$ cat src/rtl/led_pkg.sv
// Shared constants and digit-rotation helper for the seven-segment scan controller.
package led_pkg;

  localparam int unsigned NUM_DIGITS = 8;
  localparam int unsigned DIGIT_W    = 3;
  localparam logic [NUM_DIGITS-1:0] ANODE_OFF = 8'hFF;

  // First enabled digit after sel (wrapping); falls back to sel when nothing else is enabled.
  function automatic logic [DIGIT_W-1:0] next_enabled(input logic [DIGIT_W-1:0]    sel,
                                                      input logic [NUM_DIGITS-1:0] mask);
    logic [DIGIT_W-1:0] nxt;
    logic [DIGIT_W-1:0] cand;
    logic               found;
    nxt   = sel;
    found = 1'b0;
    for (int unsigned i = 1; i <= NUM_DIGITS; i++) begin
      cand = sel + DIGIT_W'(i);
      if (!found && mask[cand]) begin
        nxt   = cand;
        found = 1'b1;
      end
    end
    return nxt;
  endfunction

endpackage

$ cat src/rtl/tick_gen.sv
// Digit-slot prescaler: counts 0..TICK_DIV-1 while enabled, parked at 0 otherwise.
module tick_gen #(
  parameter int unsigned TICK_DIV = 100000,
  localparam int unsigned CNT_W   = $clog2(TICK_DIV)
) (
  input  logic             clk,
  input  logic             reset_n,
  input  logic             en,
  output logic [CNT_W-1:0] cnt,
  output logic             tc
);

  localparam logic [CNT_W-1:0] CNT_MAX = CNT_W'(TICK_DIV - 1);

  // Terminal-count strobe is combinational so the slot advance lands on the wrap edge.
  assign tc = en && (cnt == CNT_MAX);

  always_ff @(posedge clk or negedge reset_n) begin
    if (!reset_n) begin
      cnt <= '0;
    end else if (!en || tc) begin
      cnt <= '0;
    end else begin
      cnt <= cnt + CNT_W'(1);
    end
  end

endmodule

$ cat src/rtl/led_scan_controller.sv
// Time-multiplexed 8-digit scan: digit select, active-low anodes with blanking, slot tick.
module led_scan_controller
  import led_pkg::*;
#(
  parameter int unsigned TICK_DIV     = 100000,
  parameter int unsigned BLANK_CYCLES = 1000
) (
  input  logic                  clk,
  input  logic                  reset_n,
  input  logic                  en,
  input  logic [NUM_DIGITS-1:0] digit_mask,
  output logic [DIGIT_W-1:0]    sel,
  output logic [NUM_DIGITS-1:0] an,
  output logic                  slot_tick
);

  localparam int unsigned CNT_W = $clog2(TICK_DIV);

  logic [CNT_W-1:0]      cnt;
  logic                  tc;
  int unsigned           cnt_nxt;
  logic [DIGIT_W-1:0]    sel_nxt;
  logic [NUM_DIGITS-1:0] an_nxt;

  tick_gen #(
    .TICK_DIV (TICK_DIV)
  ) u_tick_gen (
    .clk     (clk),
    .reset_n (reset_n),
    .en      (en),
    .cnt     (cnt),
    .tc      (tc)
  );

  // Anodes are decoded from the post-edge counter and select so sel and an switch together.
  always_comb begin
    sel_nxt = sel;
    cnt_nxt = 32'(cnt) + 32'd1;
    an_nxt  = ANODE_OFF;
    if (!en || tc) begin
      cnt_nxt = 32'd0;
    end
    if (tc) begin
      sel_nxt = next_enabled(sel, digit_mask);
    end
    if (en && (cnt_nxt >= BLANK_CYCLES) && digit_mask[sel_nxt]) begin
      an_nxt = ~(NUM_DIGITS'(1) << sel_nxt);
    end
  end

  always_ff @(posedge clk or negedge reset_n) begin
    if (!reset_n) begin
      sel       <= '0;
      an        <= ANODE_OFF;
      slot_tick <= 1'b0;
    end else begin
      sel       <= sel_nxt;
      an        <= an_nxt;
      slot_tick <= tc;
    end
  end

endmodule

$ cat config.mk
export PLATFORM = sky130hd
export DESIGN_NAME = led_scan_controller
export DESIGN_NICKNAME = d
export VERILOG_FILES = /design/src/rtl/led_pkg.sv /design/src/rtl/tick_gen.sv /design/src/rtl/led_scan_controller.sv
export SDC_FILE = /design/constraint.sdc
export NUM_CORES = 1
export LEC_CHECK = 0
export ABC_AREA = 1
export ABC_CLOCK_PERIOD_IN_PS = 2550
export BUFFER_PORTS_ARGS = -buffer_cell sky130_fd_sc_hd__buf_4
export CORE_MARGIN = 4
export CORE_UTILIZATION = 35
export DETAILED_ROUTE_END_ITERATION = 12
export PLACE_DENSITY_LB_ADDON = 0.2
export SYNTH_ARGS = -nofsm -noshare
export SYNTH_HDL_FRONTEND = slang
export SYNTH_HIERARCHICAL = 1
export SYNTH_SLANG_ARGS = --single-unit
$ cat constraint.sdc
create_clock -name clk -period 2.55 [get_ports clk]
set_input_delay 0.51 -clock clk [delete_from_list [all_inputs] [get_ports clk]]
set_output_delay 0.51 -clock clk [all_outputs]
set_load 0.02 [all_outputs]
==> flow_summary.toml <==
[cells_and_area]
drive_gt1_share_pct = 32.24
final_net_count = 439
final_common_cell = "nand2_1"
finalCoreUtilization_pct = 46.74
mostFrequentLayoutCells = "nand2_1 (100), nor2_1 (43), inv_1 (40), buf_4 (40), nand3_1 (31)"
fin_area_um2 = 3228
syn_to_final_growth_pct = 27.66
antennaDiodeCount = 0

[grt]
antenna_found_initial = 0
grt_pass1_wl_mm = 11.06
grt_overflow_total = 0
grt_pass1_vias = 2311
grt_max_degree = 30
grt_util_all_layers_pct = 15.76

[sta]
setup_viol = 0
max_freq_mhz = 409.5
whs_ns = 0.1337
hold_viol = 0
report.final.slew_viol_count = 0
rsz0062_at_grt = "yes"
fin_crit_ns = 2.442
timing.setup.tns_ns = 0
finalClockSkew_ns = 0.009631
finalCritPeriodShare_pct = 95.77
slew-limit-headroom_pct = 75.24
worst_pin_slew_ns = 0.3715

[critical_path]
cp-end-kind = "flop"
worst_ep_required_time_ns = 2.73
worst_setup_path_start_kind = "flop"
reg2regPathDepth = 17
cp-startpoint = "sel[0]$_DFF_PN0_"
cp_max_fo = 7
critPathArrivalTime_ns = 2.63
r2r-end = "an[5]$_DFF_PN1_"
r2r-start = "sel[0]$_DFF_PN0_"
critPathKind = "reg -> reg"
r2r_slack_ns = 0.11

[cts]
clockRootBuffer = "clkbuf_8"
cts_buffer_depth = 2
cts_max_level = 2
clock_latency_ns = 0.28
cts_made_buffers = 5
cts_tree = "built"
clkTransAtPathRegs_ns = 0.07
cts.sinks = 29

[route]
drt-pass1-iter-count = 4
drtAntennaViolNets = 0
routed_wl_mm = 6.554
wl_per_cell_um = 12.58
via_per_inst = 4.825
dr_total_vias = 2514
drc = 0
drtIter0Drc = 153

[power_and_ir_drop]
power.leakage_uw = 0.001447
power.density_nw_per_um2 = 351.1
ir_drop_uv = 317.9
power_uw = 1133

[synth]
synth.avg_cell_area_um2 = 6.672
netlist_instances = 379
ys_ff_latch = 29
seq_area_frac_synth_pct = 29.09
syn_area_um2 = 2529
yosysUniqueCellTypes = 38
synth_warnings = 6
synthesis.nets = 394

[placement]
placed_cell_area_um2 = 2882
portBuffers = 22
place_congestion = 0.8386
dp_hpwl_mm = 5.037

[floorplan]
dieHeight_um = 93
start_util_pct = 36.61
die_w_um = 93
io_pins = 23
core_area_um2 = 6907
die-area_um2 = 8649
rows = 30

[status]
status = "finished clean"

[hold_path]
hold_path.class = "in -> async"

[run]
drv_cap = 0
==> metal layers <==
metal	wire, um	global-route usage (%)
met4	75	4.151
met3	165	2.735
met2	2974	24.30
met1	3339	22.75
met5	0	0
==> synthesized netlist by cell type <==
| cell | n | area share (%) |
|---|---|---|
| o21bai_1 | 3 | 0.89 |
| a31oi_1 | 1 | 0.25 |
| nor2_2 | 7 | 1.7 |
| nand3_2 | 11 | 4.4 |
| xnor2_1 | 3 | 1.0 |
| buf_6 | 2 | 0.89 |
| inv_2 | 7 | 1.0 |
| nand4_4 | 1 | 0.84 |
| o21ai_2 | 2 | 0.69 |
| nand2_2 | 13 | 3.2 |
| a211oi_1 | 2 | 0.59 |
| a21o_1 | 1 | 0.30 |
| nand3b_1 | 3 | 0.89 |
| o21ai_0 | 10 | 2.0 |
| nand4_1 | 13 | 3.2 |
| dfstp_2 | 8 | 8.3 |
| buf_4 | 2 | 0.59 |
| nand2_1 | 116 | 17 |
| buf_2 | 2 | 0.40 |
| inv_1 | 40 | 5.9 |
| xor2_1 | 7 | 2.4 |
| o311ai_0 | 1 | 0.35 |
| a31oi_2 | 1 | 0.49 |
| o21bai_2 | 1 | 0.45 |
| nand3_1 | 37 | 7.3 |
| a41oi_1 | 1 | 0.35 |
| xnor2_2 | 1 | 0.64 |
| nor2_4 | 2 | 0.89 |
| dfrtp_1 | 21 | 21 |
| nand2_4 | 3 | 1.3 |
| or2_2 | 1 | 0.25 |
| a21boi_0 | 1 | 0.30 |
| o22ai_1 | 1 | 0.25 |
| nor2_1 | 43 | 6.4 |
| ha_1 | 4 | 2.0 |
| a21oi_1 | 4 | 0.79 |
| o21ai_1 | 2 | 0.40 |
| nor4_1 | 1 | 0.25 |
==> sequential cells by signal, indices dropped and copies added (netlist names) <==
| register | flops |
|---|---|
| an | 8 |
| sel | 3 |
| slot_tick | 1 |
| u_tick_gen/cnt | 17 |
==> worst max-delay path by stage <==
| stage | end | cells past startpoint | slack, ns |
|---|---|---|---|
| 6_report | an[5]$_DFF_PN1_ | 17 | 0.11 |
| 5_1_grt | an[2]$_DFF_PN1_ | 20 | -0.05 |
| 4_1_cts | an[4]$_DFF_PN1_ | 17 | 0.01 |
| 3_5_place_dp | an[6]$_DFF_PN1_ | 16 | 0.01 |
| 3_3_place_gp | an[6]$_DFF_PN1_ | 17 | 0.05 |
| 2_1_floorplan | an[0]$_DFF_PN1_ | 22 | 0.01 |
==> through the flow <==
| stage | instances | setup slack [ns] |
|---|---|---|
| CTS | 513 | 0.01301 |
| finish | 521 | 0.1077 |
| global placement | 505 | 0.05045 |
| floorplan | 379 | 0.01440 |
| detailed placement | 505 | 0.01294 |
| global route | 521 | -0.04572 |
==> logic make-up (layout without fill, tap and decap cells) <==
logic type | after synthesis | in the layout | share of synthesized area, %
compound gates | 31 | 31 | 8.066
xor+xnor | 11 | 11 | 4.107
fa+ha+maj | 4 | 4 | 1.979
buf+inv | 53 | 99 | 8.857
flops | 29 | 29 | 29.09
simple gates | 251 | 251 | 47.90
==> critical path: stages, from the launching register on <==
cell	delay [ns]
dfrtp_2	0.41
inv_2	0.09
ha_4	0.24
inv_6	0.09
nand3_4	0.09
nand3_4	0.11
nand2_4	0.07
nor2_4	0.15
nand4_1	0.20
nand2_1	0.13
nand2_2	0.06
nand2_2	0.07
nand2_2	0.06
nand2_4	0.09
nand2_4	0.08
buf_4	0.15
nor2_1	0.14
nand4_1	0.12
==> cell type report <==
type | instances | area (um^2)
Sequential cell | 29 | 738.2
Tap cell | 96 | 120.1
Clock buffer | 8 | 90.09
Fill cell | 720 | 3679
Multi-Input combinational cell | 297 | 1742
Timing Repair Buffer | 44 | 354.1
Inverter | 47 | 183.9
==> power breakdown <==
group	total (uW)	internal (uW)	switching, uW	leakage, uW
combinational	266	99.4	167	0.00104
clock	392	220	172	0.0000455
sequential	476	466	9.19	0.000362
==> timing repair <==
| action | 4_1_cts | 5_1_grt |
|---|---|---|
| setup buffers | 0 | 8 |
| pin swaps | 0 | 18 |
| resized for setup | 1 | 41 |
| setup endpoints to repair | 5 | 8 |
| hold buffers | 0 | 0 |
No activity file was read; power rests on OpenSTA's default activity.
